## src/rtl/risc_pkg.sv

```systemverilog
// Shared types and helpers for the four-requester round-robin bus arbiter.
package risc_pkg;

  localparam int unsigned NUM_REQ = 4;
  localparam int unsigned DATA_W  = 16;
  localparam int unsigned SEL_W   = 2;

  typedef enum logic {
    ST_IDLE  = 1'b0,
    ST_GRANT = 1'b1
  } state_e;

  typedef struct packed {
    logic             found;
    logic [SEL_W-1:0] idx;
  } pick_t;

  function automatic logic [NUM_REQ-1:0] idx_to_onehot(input logic [SEL_W-1:0] idx);
    logic [NUM_REQ-1:0] oh;
    oh      = '0;
    oh[idx] = 1'b1;
    return oh;
  endfunction

  // Search starts one past the last owner and wraps, so the last owner is tried last.
  function automatic pick_t rr_pick(input logic [NUM_REQ-1:0] req,
                                    input logic [SEL_W-1:0]   last);
    pick_t            p;
    logic [SEL_W-1:0] idx;
    p = '0;
    for (int k = 1; k <= int'(NUM_REQ); k++) begin
      idx = last + SEL_W'(k);
      if (!p.found && req[idx]) begin
        p.found = 1'b1;
        p.idx   = idx;
      end
    end
    return p;
  endfunction

endpackage

```

## src/rtl/risc_mux4.sv

```systemverilog
// 4:1 data selector placing the current owner's data on the shared bus.
module risc_mux4
  import risc_pkg::*;
(
  input  logic [SEL_W-1:0]  sel_i,
  input  logic [DATA_W-1:0] d0_i,
  input  logic [DATA_W-1:0] d1_i,
  input  logic [DATA_W-1:0] d2_i,
  input  logic [DATA_W-1:0] d3_i,
  output logic [DATA_W-1:0] y_o
);

  // NOTE: assigning a default before the case keeps every path driven, so no latch is inferred.
  always_comb begin
    y_o = d0_i;
    case (sel_i)
      2'd1:    y_o = d1_i;
      2'd2:    y_o = d2_i;
      2'd3:    y_o = d3_i;
      default: y_o = d0_i;
    endcase
  end

endmodule

```

## src/rtl/risc_bus_arbiter.sv

```systemverilog
// Round-robin arbiter for four requesters with a bounded burst length when others are waiting.
module risc_bus_arbiter
  import risc_pkg::*;
#(
  parameter int unsigned MAX_BURST = 4
) (
  input  logic                clk,
  input  logic                reset,
  input  logic [NUM_REQ-1:0]  req,
  input  logic [DATA_W-1:0]   a,
  input  logic [DATA_W-1:0]   b,
  input  logic [DATA_W-1:0]   c,
  input  logic [DATA_W-1:0]   d,
  output logic [NUM_REQ-1:0]  gnt,
  output logic [SEL_W-1:0]    sel,
  output logic [DATA_W-1:0]   bus_out,
  output logic                bus_valid
);

  localparam logic [3:0] MAX_B = 4'(MAX_BURST);

  state_e             state_q, state_d;
  logic [NUM_REQ-1:0] gnt_q, gnt_d;
  logic [SEL_W-1:0]   sel_q, sel_d;
  logic [SEL_W-1:0]   last_q, last_d;
  logic [3:0]         cnt_q, cnt_d;

  pick_t              pick;
  logic               owner_req;
  logic [NUM_REQ-1:0] others;
  logic [3:0]         cnt_inc;
  logic               burst_done;

  assign pick      = rr_pick(req, last_q);
  assign owner_req = req[sel_q];
  assign others    = req & ~idx_to_onehot(sel_q);

  // The burst limit is judged on the count including this cycle, so an owner keeps the bus exactly MAX_BURST cycles.
  assign cnt_inc    = (owner_req && (cnt_q != MAX_B)) ? cnt_q + 4'd1 : cnt_q;
  assign burst_done = (cnt_inc == MAX_B) && (others != '0);

  always_comb begin
    state_d = state_q;
    gnt_d   = gnt_q;
    sel_d   = sel_q;
    last_d  = last_q;
    cnt_d   = cnt_q;
    case (state_q)
      ST_IDLE: begin
        if (pick.found) begin
          state_d = ST_GRANT;
          sel_d   = pick.idx;
          last_d  = pick.idx;
          gnt_d   = idx_to_onehot(pick.idx);
          cnt_d   = '0;
        end
      end
      ST_GRANT: begin
        if (!owner_req || burst_done) begin
          cnt_d = '0;
          if (pick.found) begin
            sel_d  = pick.idx;
            last_d = pick.idx;
            gnt_d  = idx_to_onehot(pick.idx);
          end else begin
            state_d = ST_IDLE;
            gnt_d   = '0;
          end
        end else begin
          cnt_d = cnt_inc;
        end
      end
      default: begin
        state_d = ST_IDLE;
        gnt_d   = '0;
      end
    endcase
  end

  // NOTE: non-blocking assignments here so every register samples the pre-edge values of the others.
  always_ff @(posedge clk or posedge reset) begin
    if (reset) begin
      state_q <= ST_IDLE;
      gnt_q   <= '0;
      sel_q   <= '0;
      last_q  <= 2'd3;
      cnt_q   <= '0;
    end else begin
      state_q <= state_d;
      gnt_q   <= gnt_d;
      sel_q   <= sel_d;
      last_q  <= last_d;
      cnt_q   <= cnt_d;
    end
  end

  risc_mux4 u_mux (
    .sel_i (sel_q),
    .d0_i  (a),
    .d1_i  (b),
    .d2_i  (c),
    .d3_i  (d),
    .y_o   (bus_out)
  );

  assign gnt       = gnt_q;
  assign sel       = sel_q;
  assign bus_valid = (gnt_q != '0) && req[sel_q];

endmodule

```

## config.mk

```make
export PLATFORM = sky130hd
export DESIGN_NAME = risc_bus_arbiter
export DESIGN_NICKNAME = d
export VERILOG_FILES = /design/src/rtl/risc_pkg.sv /design/src/rtl/risc_mux4.sv /design/src/rtl/risc_bus_arbiter.sv
export SDC_FILE = /design/constraint.sdc
export NUM_CORES = 1
export LEC_CHECK = 0
export BUFFER_PORTS_ARGS = -buffer_cell sky130_fd_sc_hd__buf_2
export CORE_ASPECT_RATIO = 2
export CORE_UTILIZATION = 40
export CTS_CLUSTER_DIAMETER = 150
export DETAILED_ROUTE_END_ITERATION = 16
export HOLD_SLACK_MARGIN = 0.15
export PLACE_DENSITY = 0.81
export SKIP_LAST_GASP = 1
export SLEW_MARGIN = 40
export SYNTH_ARGS = -nofsm -noshare
export SYNTH_HDL_FRONTEND = slang
export SYNTH_SLANG_ARGS = --single-unit
```

## constraint.sdc

```tcl
create_clock -name clk -period 2.85 [get_ports clk]
set_input_delay 0.4275 -clock clk [delete_from_list [all_inputs] [get_ports clk]]
set_output_delay 0.4275 -clock clk [all_outputs]
set_load 0.01 [all_outputs]
```

Word level (Yosys, flattened, before mapping)
Cells that the tools add are included.

operators by class
  $add $sub $neg = 4
  multiply operators = 0
  div/mod/pow operators = 0
  order comparisons = 8
  equal/unequal tests = 7
  shift operators = 0
  mux-type cells = 36
  bitwise logic cells = 3
  reductions and logical operators = 16

operator list
  kind                                                               number
  case mux 16 bit (3 select lines)                                   1
  two-way mux 4 bit                                                  6
  < comparator 2 x 3 -> 1 bit, second input constant                 6
  case mux 4 bit (2 select lines)                                    2
  two-way mux 3 bit                                                  4
  binary-select mux 1 bit (select 2 bit)                             5
  two-way mux 1 bit                                                  9
  logical AND 1 bit                                                  8
  two-way mux 2 bit                                                  4
  case mux 2 bit (2 select lines)                                    2
  nonzero test 4 bit                                                 2
  adder 2 bit, second input constant                                 2
  adder 4 x 1 -> 4 bit, second input constant                        1
  bitwise AND 4 bit                                                  1
  demux 1 bit (select 2 bit)                                         2
  == test 2 bit, second input constant                               2
  == test 4 x 3 -> 1 bit, second input constant                      1
  greater-or-equal comparator 2 x 1 -> 1 bit, second input constant  2
  logical NOT 1 bit                                                  4
  != test 4 x 3 -> 1 bit, second input constant                      1
  NOT 4 bit                                                          1
  adder 2 x 1 -> 2 bit, second input constant                        1
  == test 2 x 1 -> 1 bit, second input constant                      1
  != test 2 x 1 -> 1 bit, second input constant                      1
  other kinds (5)                                                    5

storage, ports and cells
  bits in registers = 13
  latch bits = 0
  bits in writable memories = 0
  ROM bits = 0
  input bits = 70
  word-level logic and storage cells = 79
  memories = 0

Longest topological paths before layout
Gate-level depths: netlist of the first run.

  depth after elaboration = 20
  depth in mapped cells = 9
  depth with buffers taken out = 8

Cells and area by module
From an unflattened synthesis of the first run, not the netlist that was laid out.

second synthesis, totals
  cell total of the unflattened synthesis = 111
  area, all modules = 1297.5 um^2

by module, submodules not included
  module            instances  cells an instance  area each (um^2)  sequential area each (um^2)
  risc_bus_arbiter  1          91                 873.3             327.8
  risc_mux4         1          20                 424.2             0.0

Least setup slack after synthesis of the first run
OpenSTA, ideal clock, no wires.

  path kind = in2reg
  start point = in req[3]
  end point = reg cnt_q[1]
  setup time = 122 ps
  arrival time = 2254 ps
  data required time = 2728 ps
  slack = 475 ps
  stages = 8
  path through = buf_6 -> mux4_2 -> a211o_1 -> o311ai_2 -> a31oi_4 -> or2_1 -> buf_6 -> a32o_1

between the ends
  cells in the longest elaborated chain, start to end = 13

ends and longest elaborated chain
  item                                     RTL line                source
  start, declared                          risc_bus_arbiter.sv:9   input logic [NUM_REQ-1:0] req,
  binary-select mux 1 bit (select 2 bit)   risc_pkg.sv:33          if (!p.found && req[idx]) begin
  two-way mux 1 bit (not written as such)  risc_pkg.sv:33
  two-way mux 3 bit                        risc_pkg.sv:33
  logical NOT 1 bit                        risc_pkg.sv:33
  logical AND 1 bit                        risc_pkg.sv:33
  two-way mux 3 bit                        risc_pkg.sv:33
  logical NOT 1 bit                        risc_pkg.sv:33
  logical AND 1 bit                        risc_pkg.sv:33
  two-way mux 3 bit                        risc_pkg.sv:33
  logical NOT 1 bit                        risc_pkg.sv:33
  logical AND 1 bit                        risc_pkg.sv:33
  two-way mux 3 bit                        risc_pkg.sv:33
  != test 2 bit (no source line)           n/a
  end signal, assigned                     risc_bus_arbiter.sv:93  cnt_q <= cnt_d;
  end, declared                            risc_bus_arbiter.sv:26  logic [3:0] cnt_q, cnt_d;

Parallel ways exist; a longest one is shown, timed or not. The select of a mux whose other input is x is not followed.
A chain may end at the register's enable or synchronous reset.

Final worst setup path of the first run
  start point = reg sel_q[0] (netlist: sel[0])
  end point = reg sel_q[0] (netlist: sel[0])

between the ends
  cells in the longest elaborated chain, start to end = 10

ends and longest elaborated chain
  item                                                                                                                    RTL line                source
  start, declared                                                                                                         risc_bus_arbiter.sv:24  logic [SEL_W-1:0] sel_q, sel_d;
  start signal, assigned                                                                                                  risc_bus_arbiter.sv:91  sel_q <= sel_d;
  < comparator 2 x 3 -> 1 bit (not written as such) / greater-or-equal comparator 2 x 1 -> 1 bit (equally long branches)  risc_pkg.sv:21          oh[idx] = 1'b1;
  logical AND 1 bit (not written as such)                                                                                 risc_pkg.sv:21
  two-way mux 1 bit (not written as such)                                                                                 risc_pkg.sv:21
  demux 1 bit (select 2 bit)                                                                                              risc_pkg.sv:21
  NOT 4 bit                                                                                                               risc_bus_arbiter.sv:36  assign others = req & ~idx_to_onehot(sel_q);
  bitwise AND 4 bit                                                                                                       risc_bus_arbiter.sv:36
  nonzero test 4 bit                                                                                                      risc_bus_arbiter.sv:40  assign burst_done = (cnt_inc == MAX_B) && (others != '0);
  logical AND 1 bit                                                                                                       risc_bus_arbiter.sv:40
  logical OR 1 bit                                                                                                        risc_bus_arbiter.sv:59  if (!owner_req || burst_done) begin
  != test 2 x 1 -> 1 bit (no source line)                                                                                 n/a

Parallel ways exist; a longest one is shown, timed or not. The select of a mux whose other input is x is not followed.

==> results of run 1 <==
[cells in the final DEF, fill, tap and decap left out, types with 3 or more instances in the layout]
master,Yosys,routed
sky130_fd_sc_hd__a21o_1,3,3
sky130_fd_sc_hd__a21oi_1,3,3
sky130_fd_sc_hd__a31oi_1,3,3
sky130_fd_sc_hd__buf_2,1,92
sky130_fd_sc_hd__buf_4,0,3
sky130_fd_sc_hd__clkbuf_8,0,3
sky130_fd_sc_hd__dfrtp_1,11,11
sky130_fd_sc_hd__inv_1,8,8
sky130_fd_sc_hd__mux4_2,17,17
sky130_fd_sc_hd__nand2_1,5,5
sky130_fd_sc_hd__nand2b_1,3,3
sky130_fd_sc_hd__nor2_1,5,5
sky130_fd_sc_hd__o21ai_0,3,3
sky130_fd_sc_hd__o2bb2ai_1,3,3
[per-layer routing]
metal,part of all wire (%),vias to the layer above
met5,0,-
met3,7.9,8
li1,-,612
met1,32,627
met2,58,66
met4,2.4,0
[cell usage after synthesis, drive strengths merged, types with 3 or more instances]
| master | instances |
|---|---|
| a21o | 3 |
| a21oi | 3 |
| a31oi | 4 |
| buf | 5 |
| dfrtp | 11 |
| inv | 8 |
| mux4 | 17 |
| nand2 | 5 |
| nand2b | 3 |
| nor2 | 5 |
| o21ai | 3 |
| o2bb2ai | 3 |
[cell families (layout without fill, tap and decap cells)]
logic type,after synthesis,count (layout),synth area share [%]
AOI/OAI and AO/OA,29,29,19.6
and+or+nand+nor,26,26,11.7
muxes,20,20,34.0
buffers and inverters,15,107,5.94
DFF,13,13,26.8
adders and majority gates,2,2,2.05
[area by class of cell]
cell class,instances,area [sq um],area share [%]
Tap cell,30,37.5,2.15
Sequential cell,13,328,18.8
Inverter,8,30.0,1.72
Timing Repair Buffer,95,483,27.7
Multi-Input combinational cell,77,822,47.1
Clock buffer,4,45.0,2.58
[critical path, cell delays in order (launching register included)]
cell and delay, ns:
sky130_fd_sc_hd__dfrtp_1 0.39, sky130_fd_sc_hd__buf_4 0.24, sky130_fd_sc_hd__or4_1 0.42, sky130_fd_sc_hd__o22a_1 0.24, sky130_fd_sc_hd__a31oi_4 0.27, sky130_fd_sc_hd__nand2b_1 0.27, sky130_fd_sc_hd__mux2_2 0.36
[flip-flops by register name, summed over array words and instances, names as in the netlist]
register / cells
sel: 2
gnt: 4
cnt_q: 4
last_q: 2
state_q: 1
[worst min-delay path by stage]
stage,start,to,slack [ns],cells after the start
6_report,reset,cnt_q[2]$_DFFE_PP0P_,0.19,2
5_1_grt,reset,cnt_q[3]$_DFFE_PP0P_,0.25,2
4_1_cts,reset,cnt_q[2]$_DFFE_PP0P_,0.22,2
3_5_place_dp,reset,cnt_q[2]$_DFFE_PP0P_,0.48,2
3_3_place_gp,reset,cnt_q[2]$_DFFE_PP0P_,0.46,2
2_1_floorplan,reset,cnt_q[0]$_DFFE_PP0P_,0.30,1
[metrics by stage]
| stage | power [W] | setup slack [ns] | cell area [sq um] | hold slack, ns |
|---|---|---|---|---|
| detailed placement | 0.00142 | 0.342 | 1700 | 0.476 |
| CTS | 0.00159 | 0.516 | 1750 | 0.220 |
| finish | 0.00157 | 0.527 | 1750 | 0.194 |
| global route | 0.00172 | 0.400 | 1750 | 0.247 |
| global placement | 0.00140 | 0.386 | 1700 | 0.464 |
| floorplan | 0.00111 | 0.475 | 1220 | 0.303 |
[power by group through the flow]
stage          Clock [W]  Sequential [W]  Combinational [W]
2_1_floorplan          0        0.000337           0.000769
3_3_place_gp           0        0.000331            0.00107
3_5_place_dp           0        0.000331            0.00109
4_1_cts         0.000166        0.000329            0.00109
5_1_grt         0.000173        0.000340            0.00121
6_report        0.000161        0.000329            0.00108
==> impl_results.md, run 1 <==
* Post-Syn Nets at 177
* Post-Route WL at 3530 um
* Final count of negative-setup-slack endpoints at 0
* Final weighted congestion in routability-driven placement at roughly 0.78
* DP HPWL at 2980 um
* CP Max Fanout at 21
* I/O Buffers at 92
* Clock-pin slew of the registers on the worst-case setup and hold paths at 0.05 ns
* Global routing met2 resource utilization at 40.6%
* Clock share of power at 10.3%
* Main synth FF type: sky130_fd_sc_hd__dfrtp_1
* Largest vdd supply drop at 432 uV
* Area growth syn-to-layout at 42.8%
* Proportion of register bits with asynchronous set or reset after synthesis at 100%
* Total core area at 2940 sq um
* Global Route met3 Usage at 2.76%
* Part of the power in registers at 20.9%
* Post-cts resize count at 0
* Fraction of final layout cells sized beyond drive strength 1 at 61.9%
* Worst endpoint data arrival time at 2.45 ns
* Global-route wire length before repair at 5010 um
* Number of different library cells in the post-synthesis netlist at 40
* Synthesized cell area at approximately 1200 sq um
* Clock tree from TritonCTS: yes
* # DRC at 0
* Remaining antenna violation count after routing at 0
* Overall die height at 80.2 um
* Total of flip-flops plus latches after synthesis at 13
* Worst Hold Class: in -> async
* Top-area cell type share of the netlist area at 31.3%
* Biggest area contributors in the synthesized netlist: sky130_fd_sc_hd__mux4_2 (31%), sky130_fd_sc_hd__dfrtp_1 (23%), sky130_fd_sc_hd__dfstp_2 (4.3%), sky130_fd_sc_hd__inv_1 (2.5%), sky130_fd_sc_hd__o2bb2ai_1 (2.1%)
* CP Data Required Time at 2.97 ns
* Number of H-tree levels at 1
* Unrepaired setup endpoints after global routing: false
* Layout Cells excl Fill at 227
* Category of the critical setup timing path: reg -> reg
* Number of placed instances, taps included at around 220
* Number of antenna cells inserted at 0
* Buffer type at the clock tree root: sky130_fd_sc_hd__clkbuf_8
* Static leakage at 0.858 nW
* CTS Hold Bufs at 0
* Cell type with the largest total area after synthesis: sky130_fd_sc_hd__mux4_2
* Antenna violations before repair at 0
* Largest net degree at the start of global routing at 22
* Total negative setup slack at 0 ns
* Number of fillers in the final layout at ~260
* Number of enable-type register cells in the synthesized netlist at 0
* Met1 capacity usage during global routing at 20.9%
* Syn Area/Cell at about 12 sq um
* # clock sinks at 13
* Number of top-level design ports at just over 90
* Starting Density at 41.5%
* Crit path time final at 2.32 ns
* Violation count after the first detailed-routing iteration at 16
* Maximum clock path buffer count at 2
* Vias per cell at 5.78
* Share of total power consumed by net switching at 41.6%
* Fmax at 430 MHz
* Kind of end point of the critical path: flop
* Vias in the first global route at 1207
* PD cells at 901 nW/um^2
* Post-synthesis sequential area ratio at 26.8%
* Chip Width at slightly above 40 um
* Power spent charging and discharging nets at between 0.0006 and 0.0007 W
* Synthesized instance count at 105
* MaxCap Viol Count at 0
* Worst r2r path cells at 6
* Vias post-DR at around 1300
* Post-CTS repair timing setup buffer count at 0
* Avg WL per Cell at approximately 16 um
* Post-layout nets at 270
* Number of standard-cell rows in the floorplan at 28
* R2R setup slack at 0.53 ns
* GRT Util Overall at 22.1%
* Fin. Hold Viols at 0
* Layout Utilization at 59.3%
* Max-slew violation count at 0
* Crit Reg-Reg Startpoint: sel[0]$_DFFE_PP0P_
* Warnings from Yosys at 0
* Reg2reg end: sel[0]$_DFFE_PP0P_
* Die Footprint at 3290 sq um
* Startpoint of the worst setup timing path: sel[0]$_DFFE_PP0P_
* Most used routing layer: met2
* Slew at the pin with the worst max-slew slack at 0.485 ns
* Period Utilization, post-route at 81.5%
* Crit path to: sel[0]$_DFFE_PP0P_
* Worst slew margin relative to its limit at 67.5%
* Kind of launch point of the worst setup path: flop
* Source-to-sink clock delay at the later pin of the worst-skew pair at 0.24 ns
* Run status: finished, final reports clean
* Inserted Clock Buffers at 3
* Combinational share of power at 68.8%
* Leftover overflow at the end of global routing at 0
* Int Pwr at 0.000919 W
* Fin Clk Skew at 0.00320 ns
* Detailed Routing Iterations Pass 1 at 4
Note: power is estimated with default switching activity, not from simulation.
==> run 2: changes to the inputs <==
--- a/config.mk
+++ b/config.mk
@@ -7,11 +7,11 @@
 export LEC_CHECK = 0
 export BUFFER_PORTS_ARGS = -buffer_cell sky130_fd_sc_hd__buf_2
 export CORE_ASPECT_RATIO = 2
-export CORE_UTILIZATION = 40
+export CORE_UTILIZATION = 36
 export CTS_CLUSTER_DIAMETER = 150
 export DETAILED_ROUTE_END_ITERATION = 16
 export HOLD_SLACK_MARGIN = 0.15
-export PLACE_DENSITY = 0.81
+export PLACE_DENSITY = 0.77
 export SKIP_LAST_GASP = 1
 export SLEW_MARGIN = 40
 export SYNTH_ARGS = -nofsm -noshare
==> constraint.sdc (replaced) <==
create_clock -name clk -period 2.04 [get_ports clk]
set_input_delay 0.306 -clock clk [delete_from_list [all_inputs] [get_ports clk]]
set_output_delay 0.306 -clock clk [all_outputs]
set_load 0.01 [all_outputs]
==> run 2 against run 1 <==
Against the previous run: the run now ends with negative setup slack left; via count up 6.9%; fmax up 5.9%; die area up 11%; sequential power up 35%; first-iteration DRC count up 110%; flip-flop and latch count unchanged; sequential share of layout area down 2.3 points; count of clock-buffer cells in the layout down 1; power up 65%; setup slack worse by 0.68 ns; largest power group unchanged; highest routed layer unchanged.
==> impl_results.md, run 2 (synthesis gave the netlist of run 1 again) <==
* Number of top-level design ports at 93
* Violation count after the first detailed-routing iteration at 33
* Vias post-DR at 1404
* Number of fillers in the final layout at ~270
* Fmax at 456 MHz
* Slowest stage delay, CP at 0.60 ns
* Starting Density at 38.3%
* Final count of negative-setup-slack endpoints at 11
* Most frequent cells in the layout: sky130_fd_sc_hd__buf_2 (92), sky130_fd_sc_hd__buf_4 (22), sky130_fd_sc_hd__mux4_2 (17), sky130_fd_sc_hd__dfrtp_1 (11), sky130_fd_sc_hd__inv_1 (8)
* Clock tree from TritonCTS: yes
* Cell depth of the worst hold path at 3
* Post-layout total power at 0.00260 W
* Vias per cell at 5.62
* Worst r2r path cells at 6
* Source-to-sink clock delay at the later pin of the worst-skew pair at 0.25 ns
* Max-slew violation count at 0
* Period Utilization, post-route at 107%
* Number of antenna cells inserted at 0
* Worst slew margin relative to its limit at 65.5%
* Overall die height at 84.4 um
* Maximum clock path buffer count at 2
* Largest vdd supply drop at approximately 660 uV
* Inserted Clock Buffers at 3
* Most frequent standard cell in the layout excluding fill and tap cells: sky130_fd_sc_hd__buf_2
* Kind of end point of the critical path: flop
* Leftover overflow at the end of global routing at 0
* Layout Cells excl Fill at 250
* Buffer type at the clock tree root: sky130_fd_sc_hd__clkbuf_8
* Cells along the critical path: mux4_2 -> a211o_1 -> o311ai_4 -> a31oi_4 -> or2_4 -> a32o_1
* Crit path time final at approximately 2.2 ns
* Clock-pin slew of the registers on the worst-case setup and hold paths at 0.06 ns
* I/O Buffers at 92
* Post-layout nets at 292
* Total buffers and inverters traversed by the critical path at 0
* Avg WL per Cell at 16.0 um
* Die Footprint at 3650 sq um
* Unrepaired setup endpoints after global routing: true
* Total core area at 3190 sq um
* Detailed Routing Iterations Pass 1 at 4
* Worst endpoint data arrival time at 2.33 ns
* Fin Clk Skew at 0.00544 ns
* Post-Route WL at 4000 um
* GRT Util Overall at 22.3%
* MaxCap Viol Count at 0
* Number of placed instances, taps included at 241
* Chip Width at 43.2 um
* Antenna violations before repair at 0
* Fin. Hold Viols at 0
* Final weighted congestion in routability-driven placement at between 0.7 and 0.8
* DP HPWL at 3190 um
* Global-route wire length before repair at about 6400 um
* Kind of launch point of the worst setup path: flop
* Worst Hold Class: in -> reg
* Critical Path Slowest Stage Cell: sky130_fd_sc_hd__mux4_2
* Violations in the final reports: negative setup slack
* Number of H-tree levels at 1
* Largest net degree at the start of global routing at 19
* Vias in the first global route at 1455
* Number of standard-cell rows in the floorplan at 29
* Run status: finished, violations left
* # clock sinks at 13
* CP Max Fanout at 6
* Kind of cell with the highest combined delay on the critical path: compound AO/OA/AOI/OAI gates
* Setup slack of the critical path after layout at -0.153 ns
* Category of the critical setup timing path: reg -> reg
* Static leakage at 0.986 nW
* Area growth syn-to-layout at 62.2%
* PD cells at 1310 nW/um^2
* # DRC at 0
* CP Data Required Time at 2.17 ns
* Fraction of final layout cells sized beyond drive strength 1 at 69.4%
* Remaining antenna violation count after routing at 0
* Cell count along the critical path at 6
* Slew at the pin with the worst max-slew slack at a little over 0.5 ns
[run 2: cell count changes in the layout (fill, tap and decap cells not counted), sizes merged]
cell,change
clkbuf,-1
buf,+21
dlygate4sd3,+1
clkinv,+1
[run 2: power breakdown]
group | switching [W] | internal [W]
sequential | 0.0000792 | 0.000366
combinational | 0.000871 | 0.00105
clock | 0.0000959 | 0.000135
total | 0.00105 | 0.00155
[run 2: path summary, 6_finish.rpt]
kind | start | endpoint | slack [ns]
worst max-delay path | sel[0]$_DFFE_PP0P_ | cnt_q[1]$_DFFE_PP0P_ | -0.15
worst min-delay path | req[2] | state_q$_DFF_PP0_ | 0.52
worst max register to register | sel[0]$_DFFE_PP0P_ | cnt_q[1]$_DFFE_PP0P_ | -0.15
worst min register to register | gnt[2]$_DFFE_PP0P_ | gnt[2]$_DFFE_PP0P_ | 0.52
max in group asynchronous | reset | last_q[1]$_DFFE_PP1P_ | 1.07
min in group asynchronous | reset | gnt[0]$_DFFE_PP0P_ | 0.62
[run 2: final cells by class]
class	instances	area, sq um	share of cell area (%)
flip-flops and latches	13	328	16.5
clock inverters	1	5.00	0.252
well taps	31	38.8	1.96
repair buffers	117	662	33.4
clock buffers	3	41.3	2.08
inverters	8	30.0	1.51
multi-input cells	77	878	44.3
[run 2: routing by layer]
metal / vias up / part of all wire (%) / track usage (%)
li1: 658 / - / -
met1: 672 / 36 / 24.7
met3: 7 / 6.2 / 2.37
met4: 0 / 1.6 / 6.34
met5: - / 0 / 0
met2: 67 / 56 / 42.3
[run 2: timing repair]
action                                 4_1_cts  5_1_grt
gates resized for setup                      5        9
pin swaps                                    1        5
gates cloned                                 0        0
hold buffers                                 1        0
setup endpoints to repair                   26       26
endpoints found under the hold margin       11        0
setup buffers                                2        2
[run 2: worst min-delay path, stage by stage]
cell and delay [ns]:
sky130_fd_sc_hd__buf_2 0.09, sky130_fd_sc_hd__buf_4 0.12, sky130_fd_sc_hd__or4_1 0.19
[run 2: per-stage QoR]
stage / setup TNS [ns] / instance area [sq um] / util, % / hold WS (ns) / setup slack [ns]
after global routing: -1.53 / 1980 / 62.1 / 0.535 / -0.214
after floorplan: -1.11 / 1220 / - / 0.182 / -0.199
after CTS: -0.577 / 1920 / 60.3 / 0.519 / -0.124
after detailed placement: -1.35 / 1830 / 57.3 / 0.351 / -0.210
final: -0.817 / 1980 / 62.1 / 0.520 / -0.153
after global placement: -1.04 / 1830 / 57.3 / 0.343 / -0.161
